**src/rtl/mem_access_pkg.sv**
```systemverilog
// Shared encodings for the load/store unit: access sizes, FSM states, lane geometry.
// Helpers map an address offset onto the effective lane offset and misalignment flag.
package mem_access_pkg;

   localparam int LANE_W    = 8;
   localparam int NUM_LANES = 4;

   typedef enum logic [1:0] {
      SIZE_BYTE = 2'b00,
      SIZE_HALF = 2'b01,
      SIZE_WORD = 2'b10,
      SIZE_RSVD = 2'b11
   } size_e;

   typedef enum logic {
      ST_IDLE        = 1'b0,
      ST_MERGE_WRITE = 1'b1
   } state_e;

   // Low address bits below the access size are dropped (forced alignment).
   function automatic logic [1:0] eff_offset(input logic [1:0] size, input logic [1:0] addr_lo);
      logic [1:0] off;
      case (size)
         SIZE_BYTE: off = addr_lo;
         SIZE_HALF: off = {addr_lo[1], 1'b0};
         default:   off = 2'b00;
      endcase
      return off;
   endfunction

   function automatic logic is_misaligned(input logic [1:0] size, input logic [1:0] addr_lo);
      logic mis;
      case (size)
         SIZE_BYTE: mis = 1'b0;
         SIZE_HALF: mis = addr_lo[0];
         default:   mis = (addr_lo != 2'b00);
      endcase
      return mis;
   endfunction

endpackage

```
**src/rtl/load_store_align.sv**
```systemverilog
// Combinational lane steering: extracts/extends load lanes and merges store lanes into the old word.
// Zero latency, no flow control; little-endian lane k = bits [8k+7:8k].
module load_store_align
   import mem_access_pkg::*;
(
   input  logic [1:0]  size,
   input  logic [1:0]  offset,
   input  logic        is_unsigned,
   input  logic [31:0] mem_word,
   input  logic [31:0] store_data,
   output logic [31:0] load_data,
   output logic [31:0] merged_word
);

   logic [31:0]          shifted;
   logic [31:0]          store_shifted;
   logic [NUM_LANES-1:0] lane_mask;
   logic [31:0]          bit_mask;

   assign shifted       = mem_word >> {offset, 3'b000};
   assign store_shifted = store_data << {offset, 3'b000};

   always_comb begin
      load_data = mem_word;
      case (size)
         SIZE_BYTE: load_data = is_unsigned ? {24'd0, shifted[7:0]}
                                            : {{24{shifted[7]}}, shifted[7:0]};
         SIZE_HALF: load_data = is_unsigned ? {16'd0, shifted[15:0]}
                                            : {{16{shifted[15]}}, shifted[15:0]};
         default:   load_data = mem_word;
      endcase
   end

   always_comb begin
      lane_mask = 4'b1111;
      case (size)
         SIZE_BYTE: lane_mask = 4'b0001 << offset;
         SIZE_HALF: lane_mask = 4'b0011 << offset;
         default:   lane_mask = 4'b1111;
      endcase
      bit_mask = '0;
      for (int k = 0; k < NUM_LANES; k++)
         bit_mask[k*LANE_W +: LANE_W] = {LANE_W{lane_mask[k]}};
   end

   assign merged_word = (mem_word & ~bit_mask) | (store_shifted & bit_mask);

endmodule

```
**src/rtl/memory_access_unit.sv**
```systemverilog
// Load/store unit: 1-cycle loads, 1-cycle word stores, 2-cycle read-merge-write sub-word stores (o_stall
// high in the read cycle). Optional MISALIGN_CHECK_EN rejects misaligned half/word accesses.
module memory_access_unit
   import mem_access_pkg::*;
#(
   parameter int NB_ADDR = 32,
   parameter int NB_DATA = 32
) (
   input  logic               i_clock,
   input  logic               i_reset,
   input  logic               i_valid,
   input  logic               i_mem_read,
   input  logic               i_mem_write,
   input  logic [1:0]         i_size,
   input  logic               i_unsigned,
   input  logic [NB_ADDR-1:0] i_address,
   input  logic [NB_DATA-1:0] i_store_data,
   output logic               o_stall,
   output logic [NB_DATA-1:0] o_load_data,
   output logic               o_load_valid,
   output logic               o_misaligned,
   output logic               o_mem_write_enable,
   output logic               o_mem_read_enable,
   output logic [NB_ADDR-1:0] o_mem_write_address,
   output logic [NB_ADDR-1:0] o_mem_read_address,
   output logic [NB_DATA-1:0] o_mem_data,
   input  logic [NB_DATA-1:0] i_mem_data
);

   state_e             state, next_state;
   logic [NB_ADDR-1:0] word_addr;
   logic [1:0]         offset;
   logic               mis, accept, do_store, do_load, sub_store;
   logic [NB_DATA-1:0] aligned_load, merged_word;
   logic [NB_ADDR-1:0] merge_addr_q;
   logic [NB_DATA-1:0] merge_data_q;

   assign word_addr = i_address >> 2;
   assign offset    = eff_offset(i_size, i_address[1:0]);

`ifdef MISALIGN_CHECK_EN
   assign mis = (state == ST_IDLE) & i_valid & (i_mem_read | i_mem_write)
              & is_misaligned(i_size, i_address[1:0]);
`else
   assign mis = 1'b0;
`endif

   // Store wins when read and write are both requested.
   assign accept    = (state == ST_IDLE) & i_valid & ~mis;
   assign do_store  = accept & i_mem_write;
   assign do_load   = accept & i_mem_read & ~i_mem_write;
   assign sub_store = do_store & ((i_size == SIZE_BYTE) | (i_size == SIZE_HALF));

   load_store_align u_align (
      .size        (i_size),
      .offset      (offset),
      .is_unsigned (i_unsigned),
      .mem_word    (i_mem_data),
      .store_data  (i_store_data),
      .load_data   (aligned_load),
      .merged_word (merged_word)
   );

   always_ff @(posedge i_clock or posedge i_reset) begin
      if (i_reset) state <= ST_IDLE;
      else         state <= next_state;
   end

   always_comb begin
      next_state = state;
      case (state)
         ST_IDLE:        if (sub_store) next_state = ST_MERGE_WRITE;
         ST_MERGE_WRITE: next_state = ST_IDLE;
         default:        next_state = ST_IDLE;
      endcase
   end

   assign o_mem_read_address = word_addr;

   // Reset gates the enables so a merge write caught mid-flight never reaches memory.
   always_comb begin
      o_stall             = 1'b0;
      o_mem_read_enable   = 1'b0;
      o_mem_write_enable  = 1'b0;
      o_mem_write_address = word_addr;
      o_mem_data          = i_store_data;
      if (!i_reset) begin
         case (state)
            ST_IDLE: begin
               o_stall            = sub_store;
               o_mem_read_enable  = do_load | sub_store;
               o_mem_write_enable = do_store & ~sub_store;
            end
            ST_MERGE_WRITE: begin
               o_mem_write_enable  = 1'b1;
               o_mem_write_address = merge_addr_q;
               o_mem_data          = merge_data_q;
            end
            default: ;
         endcase
      end
   end

   always_ff @(posedge i_clock or posedge i_reset) begin
      if (i_reset) begin
         o_load_data  <= '0;
         o_load_valid <= 1'b0;
         o_misaligned <= 1'b0;
         merge_addr_q <= '0;
         merge_data_q <= '0;
      end else begin
         o_load_valid <= do_load;
         o_misaligned <= mis;
         if (do_load) o_load_data <= aligned_load;
         if (sub_store) begin
            merge_addr_q <= word_addr;
            merge_data_q <= merged_word;
         end
      end
   end

endmodule

```
**config.mk**
```make
export PLATFORM = sky130hd
export DESIGN_NAME = memory_access_unit
export DESIGN_NICKNAME = d
export VERILOG_FILES = /design/src/rtl/mem_access_pkg.sv /design/src/rtl/load_store_align.sv /design/src/rtl/memory_access_unit.sv
export SDC_FILE = /design/constraint.sdc
export NUM_CORES = 1
export LEC_CHECK = 0
export CORE_MARGIN = 3
export CORE_UTILIZATION = 43
export CTS_CLUSTER_DIAMETER = 150
export DETAILED_ROUTE_END_ITERATION = 10
export GPL_TIMING_DRIVEN = 0
export HOLD_SLACK_MARGIN = 0.15
export PLACE_DENSITY = 0.92
export SLEW_MARGIN = 20
export SYNTH_ARGS = -nofsm -noshare
export SYNTH_HDL_FRONTEND = slang
export SYNTH_SLANG_ARGS = --single-unit
```
**constraint.sdc**
```tcl
create_clock -name i_clock -period 6.15 [get_ports i_clock]
set_clock_uncertainty 0.1 [all_clocks]
set_input_delay 1.23 -clock i_clock [delete_from_list [all_inputs] [get_ports i_clock]]
set_output_delay 1.23 -clock i_clock [all_outputs]
set_load 0.1 [all_outputs]
```
# After elaboration in Yosys (flattened, before gate mapping)
# Cells that the tools add are included.
[totals] rom_bits=0 register_bits=96 memories=0 latchBits=0 ramBits=0
[op_classes] n_reduce_logical=1 eq_ne=1 order_cmp=0 mul=0 shift=4 add_sub_neg=0 mux=17 n_div=0 bitwise=15
[op_table] cell="$mux 32" n=4
[op_table] cell="$and 32x32->32" n=2
[op_table] cell="$pmux 32 s2" n=1
[op_table] cell="$mux 30" n=2
[op_table] cell="$not 32->32" n=1
[op_table] cell="$or 32x32->32" n=1
[op_table] cell="$shl 32x5->32" n=1
[op_table] cell="$shr 32x5->16" n=1
[op_table] cell="$pmux 4 s2" n=1
[op_table] cell="$and 1x1->1" n=6
[op_table] cell="$mux 1" n=6
[op_table] cell="$pmux 1 s2" n=2
[op_table] cell="$pmux 2 s2" n=1
[op_table] cell="$shl 1x2->4 const A" n=1
[op_table] cell="$shl 2x2->4 const A" n=1
[op_table] cell="$not 1->1" n=3
[op_table] cell="$eq 2x1->1 const B" n=1
[op_table] cell="$logic_not 2->1" n=1
[op_table] cell="$or 1x1->1" n=2

# Depth between registers and ports, before layout
[depth] depth_word=8 ltp_mapped=8 ltp_nobuf=6

# Cells and area by module
# A second synthesis with hierarchy kept.
[hier_totals] cells_unflattened=579 hier_area_um2=6585.1
[by_module_without_submodules] module="memory_access_unit" cells_each=319 seq_area_each_um2=2402.3 area_each_um2=4966.0 instances=1
[by_module_without_submodules] module="load_store_align" cells_each=260 seq_area_each_um2=0.0 area_each_um2=1619.1 instances=1

# Least setup slack after synthesis
# Ideal clock, no wire load.
[synth_path] path_type="input-to-output" from="input i_reset" to="output o_mem_data[0]" n_path_buf=1 stages=4 setup_slack_ns=0.107 required_ns=4.820 t_arrival_ns=4.713 path_cell_list="inv_1 -> nand2_1 -> clkbuf_1 -> mux2_2"
[synth_between] elab_chain_cells=1
[synth_lines] item="start: declaration" line_no="memory_access_unit.sv:10" rtl="input logic i_reset,"
[synth_lines] item="$mux 32" line_no="memory_access_unit.sv:87" rtl="if (!i_reset) begin"
[synth_lines] item="end: declaration" line_no="memory_access_unit.sv:26" rtl="output logic [NB_DATA-1:0] o_mem_data,"
# Every way passes these cells.

# Worst setup path in the final report
[layout_path] from="input i_reset" to="output o_mem_data[22]"
# Same word-level chain as after synthesis.

==> results.py <==
metrics = {
    "die": {
        "ios": 237,
        "rows": 40,
        "die_area_mm2": 0.0143,
        "initial_utilization": 0.451,
        "die_y_um": 120,
        "dieWidth_um": 120,
        "core_mm2": 0.0123,
    },
    "timing": {
        "setup_viol": 0,
        "hold_viol_final": 0,
        "layout_min_cycle_time_ps": 5940,
        "rsz0062_at_grt": "false",
        "max_slew_margin": 0.315,
        "worst_slew_pin_slew_ps": 1020,
        "finalCritPeriodShare": 0.966,
        "setup_tns_ps": 0,
        "fmax_ghz": 0.168,
        "maxSlewViolCount": 0,
    },
    "synth": {
        "yosys.area.top_type": "dfrtp_1",
        "ys_seq_area_frac": 0.432,
        "ys_async_sr_fraction": 1.00,
        "synth_seq_cells": 96,
        "avgSynthCellArea_um2": 8.76,
        "synth_edf_count": 0,
        "ys_warn_count": 0,
        "synth_top_area_share": 0.432,
        "syn-instance-count": 634,
        "ys.flop_type": "dfrtp_1",
        "ys_types": 37,
        "synthTopCellsByArea": "dfrtp_1 (43%), mux2_2 (13%), nand2_1 (11%)",
        "synth_area_mm2": 0.00556,
    },
    "setup_path": {
        "worstRegToRegCells": 5,
        "required_ps": 4820,
        "startpoint_type": "input port",
        "critical_path_arrival_ps": 4610,
        "r2r-end": "merge_data_q[18]",
        "r2r-start": "state",
        "r2r_setup_slack_ps": 4120,
        "crit_path_max_fanout": 63,
        "worstSetupPathType": "input port to output pin",
        "worstSetupEndpointType": "output pin",
    },
    "global_routing": {
        "grt_pass1_vias": 5856,
        "grt_max_degree": 64,
        "track_usage": 0.273,
        "antenna_found_initial": 0,
        "grt_first_pass_wirelength_um": 31300,
        "overflow": 0,
    },
    "routing": {
        "wl_um": 19800,
        "drt-pass1-iter-count": 7,
        "post-route-drc-count": 0,
        "antenna_left": 0,
        "drtIter0Drc": 606,
        "routedWlPerCell_um": 18.9,
        "via_per_inst": 5.50,
        "vias": 5791,
    },
    "clocking": {
        "htreeDepth": 3,
        "clk_latency_ps": 330,
        "numCtsBuffers": 9,
        "clock-sinks": 96,
        "cts_max_path_buffers": 2,
        "cts_tree": "done",
        "path_clk_slew_ps": 70,
        "hold_buffers": 0,
        "root_buffer": "clkbuf_16",
    },
    "outcome": {
        "outcome": "complete, no violations",
    },
    "finish": {
        "fin_nets": 984,
        "final_common_cell": "clkdlybuf4s50_1",
        "multiInputGateArea_mm2": 0.00270,
        "final_cell_mix": "clkdlybuf4s50_1 (211), nand2_1 (157), dfrtp_1 (96)",
        "fill_cells": 981,
        "synthToLayoutAreaGrowth_pct": 52.3,
        "ff_latch_area_mm2": 0.00240,
        "layout-drive-gt1-share": 0.150,
        "diodes": 0,
    },
    "min_path": {
        "worstHoldPathType": "flop to flop",
        "whs_endpoint": "merge_addr_q[11]",
        "hold_path_startpoint": "merge_addr_q[11]",
        "hold_depth": 2,
    },
    "job": {
        "maxCapViolCount": 0,
    },
    "pwr": {
        "total_power_uw": 2550,
        "powerDensity_mw_per_mm2": 302,
        "p_leak_uw": 0.00387,
        "vdd.ir_drop.worst_mv": 0.236,
    },
    "place": {
        "port_buffers": 230,
        "gp_congestion": 1.00,
        "hpwl_um": 15500,
    },
}
[kinds of logic after synthesis]
kind of cell           after synthesis  share of synthesized area
and+or+nand+nor                    236                      0.171
AOI/OAI and AO/OA                  153                      0.178
buffers and inverters               82                     0.0847
muxes                               66                      0.133
other                                1                   0.000675
DFF                                 96                      0.432
[final cells by class]
type,instances,share of cell area
multi-input cells,460,0.319
flip-flops and latches,96,0.284
repair buffers,231,0.281
plain buffers,77,0.0534
clock buffers,11,0.0287
well taps,168,0.0248
clock inverters,4,0.00651
inverters,5,0.00281
[layer usage]
layer	global-route usage	wire length [um]
met1	0.351	7700
met2	0.451	9430
met3	0.0787	2270
met4	0.0773	429
met5	0	0
[synth_stat cells (2+ instances only)]
cell / n
clkinv_1: 2
o22ai_1: 10
and3_1: 6
nor2_1: 58
a221oi_1: 9
buf_2: 13
clkbuf_1: 24
a211oi_1: 7
inv_1: 3
dfrtp_1: 96
a21o_1: 9
buf_1: 3
buf_6: 2
o31ai_1: 6
a31oi_1: 18
mux2_2: 64
nor2b_1: 2
o21ai_0: 26
and2_1: 5
a21oi_1: 50
nand2_1: 157
a222oi_1: 8
o22a_1: 6
mux2i_1: 2
nand2b_1: 2
buf_4: 35
[per-stage QoR]
| stage | worst slack (ps) | instances | util | hold WS, ps | instance area [um^2] |
|---|---|---|---|---|---|
| 6_report | 211 | 1052 | 0.687 | 375 | 8460 |
| 5_1_grt | 3.66 | 1052 | 0.687 | 395 | 8460 |
| 4_1_cts | 120 | 1052 | 0.683 | 378 | 8410 |
| 3_5_place_dp | 118 | 1037 | 0.659 | 363 | 8120 |
| 3_3_place_gp | -2650 | 1036 | 0.657 | 355 | 8080 |
| 2_1_floorplan | 107 | 638 | - | 342 | 5570 |
[sequential cells by signal, indices dropped and copies added, names as in the netlist]
signal        cells
merge_data_q     32
o_load_valid      1
state             1
merge_addr_q     30
o_load_data      32
[critical path, cell delays in order]
cell,delay (ps)
clkdlybuf4s50_1,620
inv_6,190
buf_16,280
nand2_1,320
clkbuf_1,550
mux2_2,270
clkdlybuf4s50_1,1130
[where the power goes]
| group | total, uW | internal [uW] | switching (uW) |
|---|---|---|---|
| sequential | 823 | 752 | 71.9 |
| combinational | 1170 | 315 | 850 |
| clock | 564 | 326 | 238 |
[timing repair]
action	CTS	global route
buffers inserted	0	0
setup endpoints to repair	0	19
gates resized for setup	0	19
[worst max-delay path by stage]
stage             from             end  slack, ps  cells after the start
2_1_floorplan  i_reset   o_mem_data[0]        110                      4
3_3_place_gp   i_reset  o_mem_data[26]      -2650                      6
3_5_place_dp   i_reset  o_mem_data[30]        120                      7
4_1_cts        i_reset  o_mem_data[30]        120                      7
5_1_grt        i_reset  o_mem_data[22]          4                      7
6_report       i_reset  o_mem_data[22]        210                      7
No activity file was read; power rests on OpenSTA's default activity.
==> patch 1: new RTL, same flow settings <==
The option `MISALIGN_CHECK_EN` is turned on by a define.
--- a/src/rtl/memory_access_unit.sv
+++ b/src/rtl/memory_access_unit.sv
@@ -1,4 +1,6 @@
 // Load/store unit: 1-cycle loads, 1-cycle word stores, 2-cycle read-merge-write sub-word stores (o_stall
 // high in the read cycle). Optional MISALIGN_CHECK_EN rejects misaligned half/word accesses.
+`define MISALIGN_CHECK_EN
+
 module memory_access_unit
    import mem_access_pkg::*;
Behaviour: not the same (Yosys sat finds a counterexample within 4 cycles, from zero or initial values and one cycle with i_reset high).
==> patch 1 against the original RTL <==
Sequential share of layout area is 0.65 points lower; final area is 3.4% higher; final cell count is 1.7% higher; synthesized area is 5.8% higher; setup slack better by 130 ps; wire length is 6.1% higher; sequential cell count is 1 higher; power is 7.0% higher; largest cell class is now multi-input combinational cells.
==> patch 1: results (changes against the original RTL) <==
<table>
<tr><th>Metric</th><th>Value</th></tr>
<tr><th colspan="2">Global routing</th></tr>
<tr><td>Grt met3 use</td><td>0.0759 (-0.00276)</td></tr>
<tr><td>Pin count of the biggest net entering global routing</td><td>67 (+4.7%)</td></tr>
<tr><td>Via count of the first global-routing pass</td><td>5929 (+1.2%)</td></tr>
<tr><td>Overall Global Routing Usage</td><td>0.271 (-0.00197)</td></tr>
<tr><td>Met1 global-route usage</td><td>0.351 (+0.000374)</td></tr>
<tr><th colspan="2">Cells and area</th></tr>
<tr><td>Layout clock buffers</td><td>12 (+1)</td></tr>
<tr><td>Number of combinational gates with multiple inputs</td><td>467 (+1.5%)</td></tr>
<tr><td>Nets</td><td>993 (+0.91%)</td></tr>
<tr><td>Area occupied by registers</td><td>2430 sq um (+1.0%)</td></tr>
<tr><td>Proportion of layout cells with a drive suffix above 1</td><td>0.187 (+0.0363)</td></tr>
<tr><td>Non-CTS inverters</td><td>6 (+1)</td></tr>
<tr><td>Share of final layout cell area taken by non-clock buffers</td><td>0.319 (-0.0153)</td></tr>
<tr><td>Fill cell count</td><td>1081 (+10%)</td></tr>
<tr><th colspan="2">Clock network</th></tr>
<tr><td># clock sinks</td><td>97 (+1.0%)</td></tr>
<tr><th colspan="2">Pwr</th></tr>
<tr><td>Peak supply drop</td><td>0.318 mV (+35%)</td></tr>
<tr><td>Leak</td><td>0.00376 uW (-2.8%)</td></tr>
<tr><td>Relative contribution of sequential cells to total power</td><td>0.318 (-0.005)</td></tr>
<tr><td>Net switching power</td><td>1260 uW (+8.6%)</td></tr>
<tr><th colspan="2">Drt</th></tr>
<tr><td>WL met3</td><td>2580 microns (+13%)</td></tr>
<tr><td>Routed length on met1</td><td>8110 microns (+5.3%)</td></tr>
<tr><td>Violation count after the first detailed-routing iteration</td><td>556 (-8.3%)</td></tr>
<tr><th colspan="2">Run status</th></tr>
<tr><td>Outcome</td><td>completed</td></tr>
<tr><th colspan="2">STA</th></tr>
<tr><td>Transition time at the pin with the least slew margin</td><td>1050 ps (+24.6 ps)</td></tr>
<tr><th colspan="2">Synth</th></tr>
<tr><td>Share of synthesized area occupied by flip-flops and latches</td><td>0.413 (-0.0193)</td></tr>
<tr><td>Number of library cell types mapped by synthesis</td><td>51 (+38%)</td></tr>
<tr><td>Most instantiated cells after synthesis</td><td>161 x sky130_fd_sc_hd__nand2_1, 97 x sky130_fd_sc_hd__dfrtp_1, 72 x sky130_fd_sc_hd__mux2_2</td></tr>
<tr><td>Largest cells by area after synthesis</td><td>sky130_fd_sc_hd__dfrtp_1 41%, sky130_fd_sc_hd__mux2_2 14%, sky130_fd_sc_hd__nand2_1 10%</td></tr>
<tr><td>Mean instance size in the synthesized netlist</td><td>9.13 sq um (+4.1%)</td></tr>
<tr><th colspan="2">Placed design</th></tr>
<tr><td>Dpl hpwl</td><td>16100 microns (+3.9%)</td></tr>
<tr><th colspan="2">Worst setup path</th></tr>
<tr><td>Arrival time at the worst endpoint</td><td>4480 ps (-130 ps)</td></tr>
<tr><td>Delay contributed by the slowest stage of the critical path</td><td>1180 ps (+50 ps)</td></tr>
</table>
[patch 1: cell types whose count changed in the layout (fill, tap and decap cells not counted), moves of 7 or more]
cell and change:
sky130_fd_sc_hd__a211oi_1 +9, sky130_fd_sc_hd__nor2b_1 +8, sky130_fd_sc_hd__o21ai_0 -8, sky130_fd_sc_hd__nor2_1 -9
sky130_fd_sc_hd__a31oi_1 -9, sky130_fd_sc_hd__clkdlybuf4s50_1 +19, sky130_fd_sc_hd__dlymetal6s2s_1 -19, sky130_fd_sc_hd__a222oi_1 -8
sky130_fd_sc_hd__mux2i_1 +7, sky130_fd_sc_hd__mux2_2 +8, sky130_fd_sc_hd__a21oi_1 -24, sky130_fd_sc_hd__a211oi_2 +8
[patch 1: final timing paths]
kind	to	slack [ps]
max	o_mem_data[28]	340
min	merge_addr_q[1]	370
max reg2reg	o_load_data[18]	3940
min reg2reg	merge_addr_q[1]	370
max in group asynchronous	o_load_data[10]	4040
min in group asynchronous	merge_addr_q[0]	1280
[patch 1: worst reg2reg max path, cell delays in order (launching register included)]
cell and delay, ps:
sky130_fd_sc_hd__dfrtp_1 460, sky130_fd_sc_hd__nor4bb_1 460, sky130_fd_sc_hd__o21ai_2 260, sky130_fd_sc_hd__a311oi_4 490, sky130_fd_sc_hd__buf_6 240, sky130_fd_sc_hd__a211oi_2 80
[patch 1: per-stage QoR]
| step | hold WS [ps] | power, uW | cell area [sq um] | setup WS, ps | util |
|---|---|---|---|---|---|
| floorplan | 340 | 1800 | 5890 | 355 | - |
| CTS | 375 | 2730 | 8750 | 249 | 0.658 |
| global placement | 352 | 2120 | 8410 | 344 | 0.633 |
| finish | 373 | 2730 | 8750 | 339 | 0.658 |
| global route | 402 | 2830 | 8750 | 161 | 0.658 |
| detailed placement | 358 | 2150 | 8440 | 315 | 0.635 |
==> patch 2: new RTL, config.mk and constraints unchanged <==
Made on the original files. Reset style: synchronous (`i_reset`), changed in 2 clocked blocks.
--- a/src/rtl/memory_access_unit.sv
+++ b/src/rtl/memory_access_unit.sv
@@ -62,5 +62,5 @@
    );
 
-   always_ff @(posedge i_clock or posedge i_reset) begin
+   always_ff @(posedge i_clock) begin
       if (i_reset) state <= ST_IDLE;
       else         state <= next_state;
@@ -102,5 +102,5 @@
    end
 
-   always_ff @(posedge i_clock or posedge i_reset) begin
+   always_ff @(posedge i_clock) begin
       if (i_reset) begin
          o_load_data  <= '0;
Function: differs if i_reset is asserted again (counterexample within 4 cycles, from zero or initial values and one cycle with i_reset high); with i_reset held inactive, the same outputs for 4 cycles.
==> patch 2 against the original RTL <==
Power down 25%; global-route usage up 0.69 points; wire length up 3.8%; final area down 2.5%; sequential cell count unchanged; synthesized area down 1.6%; non-clock buffer count up 9; setup slack better by 310 ps; count of clock-buffer cells in the layout up 1.
==> patch 2: results (changes against the original RTL) <==
<table>
<tr><th>Metric</th><th>Value</th></tr>
<tr><th colspan="2">Pwr</th></tr>
<tr><td>Peak supply drop</td><td>0.168 mV (-29%)</td></tr>
<tr><td>Cell Int Power</td><td>1150 uW (-17%)</td></tr>
<tr><td>Leak</td><td>0.00315 uW (-19%)</td></tr>
<tr><th colspan="2">Global routing</th></tr>
<tr><td>Wire length of the first global-routing pass</td><td>31400 microns (+0.38%)</td></tr>
<tr><td>Grt met3 use</td><td>0.0813 (+0.00264)</td></tr>
<tr><td>Pin count of the biggest net entering global routing</td><td>15 (-77%)</td></tr>
<tr><td>Overall Global Routing Usage</td><td>0.280 (+0.00687)</td></tr>
<tr><td>Met2 Usage GRT</td><td>0.461 (+0.0105)</td></tr>
<tr><th colspan="2">Cells and area</th></tr>
<tr><td>Register fraction of the total cell area</td><td>0.233 (-0.0509)</td></tr>
<tr><td>Number of combinational gates with multiple inputs</td><td>468 (+1.7%)</td></tr>
<tr><td>Non-CTS inverters</td><td>15 (+10)</td></tr>
<tr><td>Area occupied by registers</td><td>1920 sq um (-20%)</td></tr>
<tr><th colspan="2">Synth</th></tr>
<tr><td>Number of library cell types mapped by synthesis</td><td>44 (+19%)</td></tr>
<tr><td>Async S/R FF share, synth</td><td>0 (-1.00)</td></tr>
<tr><td>Largest cells by area after synthesis</td><td>sky130_fd_sc_hd__dfxtp_1 35%, sky130_fd_sc_hd__mux2_2 13%, sky130_fd_sc_hd__nand2_1 8.4%</td></tr>
<tr><td>Most instantiated cells after synthesis</td><td>122 x sky130_fd_sc_hd__nand2_1, 96 x sky130_fd_sc_hd__dfxtp_1, 64 x sky130_fd_sc_hd__mux2_2</td></tr>
<tr><td>Share of synthesized area occupied by flip-flops and latches</td><td>0.352 (-0.0807)</td></tr>
<tr><th colspan="2">Placed design</th></tr>
<tr><td>Gp weighted congestion</td><td>0.948 (-5.4%)</td></tr>
<tr><td>Placement-stage cell area</td><td>7980 sq um (-1.6%)</td></tr>
<tr><th colspan="2">STA</th></tr>
<tr><td>Final worst slack</td><td>519 ps (+308 ps)</td></tr>
<tr><td>Hold Slack</td><td>354 ps (-21.1 ps)</td></tr>
<tr><td>Normalized max-slew margin</td><td>0.298 (-0.0172)</td></tr>
<tr><th colspan="2">Run status</th></tr>
<tr><td>Outcome</td><td>completed</td></tr>
<tr><th colspan="2">Drt</th></tr>
<tr><td>WL met3</td><td>2180 microns (-4.4%)</td></tr>
<tr><td>Violation count after the first detailed-routing iteration</td><td>621 (+2.5%)</td></tr>
<tr><td>Routed length on met1</td><td>7940 microns (+3.1%)</td></tr>
<tr><th colspan="2">Worst setup path</th></tr>
<tr><td>Highest net fanout along the worst path</td><td>10 (-84%)</td></tr>
</table>
-- patch 2: cell count changes after synthesis, sizes merged, moves of 9 or more --
cell | unedited run | this run
inv | 3 | 14
nor3 | 1 | 10
nand2 | 157 | 122
dfxtp | 0 | 96
a31oi | 18 | 1
mux2i | 2 | 16
a211oi | 7 | 31
dfrtp | 96 | 0
clkbuf | 24 | 33
a221o | 0 | 10
o21ai | 28 | 19
a21o | 9 | 0
a311oi | 0 | 20
-- patch 2: stage by stage --
| stage | std cells | total power [uW] |
|---|---|---|
| global placement | 1064 | 1400 |
| finish | 1080 | 1920 |
| CTS | 1080 | 1920 |
| global route | 1080 | 1980 |
| detailed placement | 1064 | 1410 |
| floorplan | 667 | 1190 |
-- patch 2: cell families after synthesis --
| family | share of synthesized area |
|---|---|
| flip-flops | 0.352 |
| AND/OR/NAND/NOR | 0.188 |
| buffers and inverters | 0.101 |
| multiplexers | 0.161 |
| AO/OA/AOI/OAI | 0.198 |
| other | 0.000686 |
-- patch 2: tightest hold or removal path: cells and delay by family, from the launching register on --
| family | cells | cell delay, ps |
|---|---|---|
| DFF | 1 | 310 |
| AOI/OAI and AO/OA | 1 | 50 |
| and+or+nand+nor | 1 | 50 |
-- patch 2: final timing paths --
kind                   start          endpoint  depth (start not counted)
max                  i_reset    o_mem_data[26]                          6
min          merge_addr_q[2]   merge_addr_q[2]                          2
max reg2reg            state  merge_addr_q[16]                          6
min reg2reg  merge_addr_q[2]   merge_addr_q[2]                          2
-- patch 2: power groups by stage --
stage,registers [uW],clock network (uW),logic (uW)
floorplan,747,0,443
global placement,676,0,726
detailed placement,677,0,732
CTS,664,521,735
global route,666,548,764
finish,664,519,740
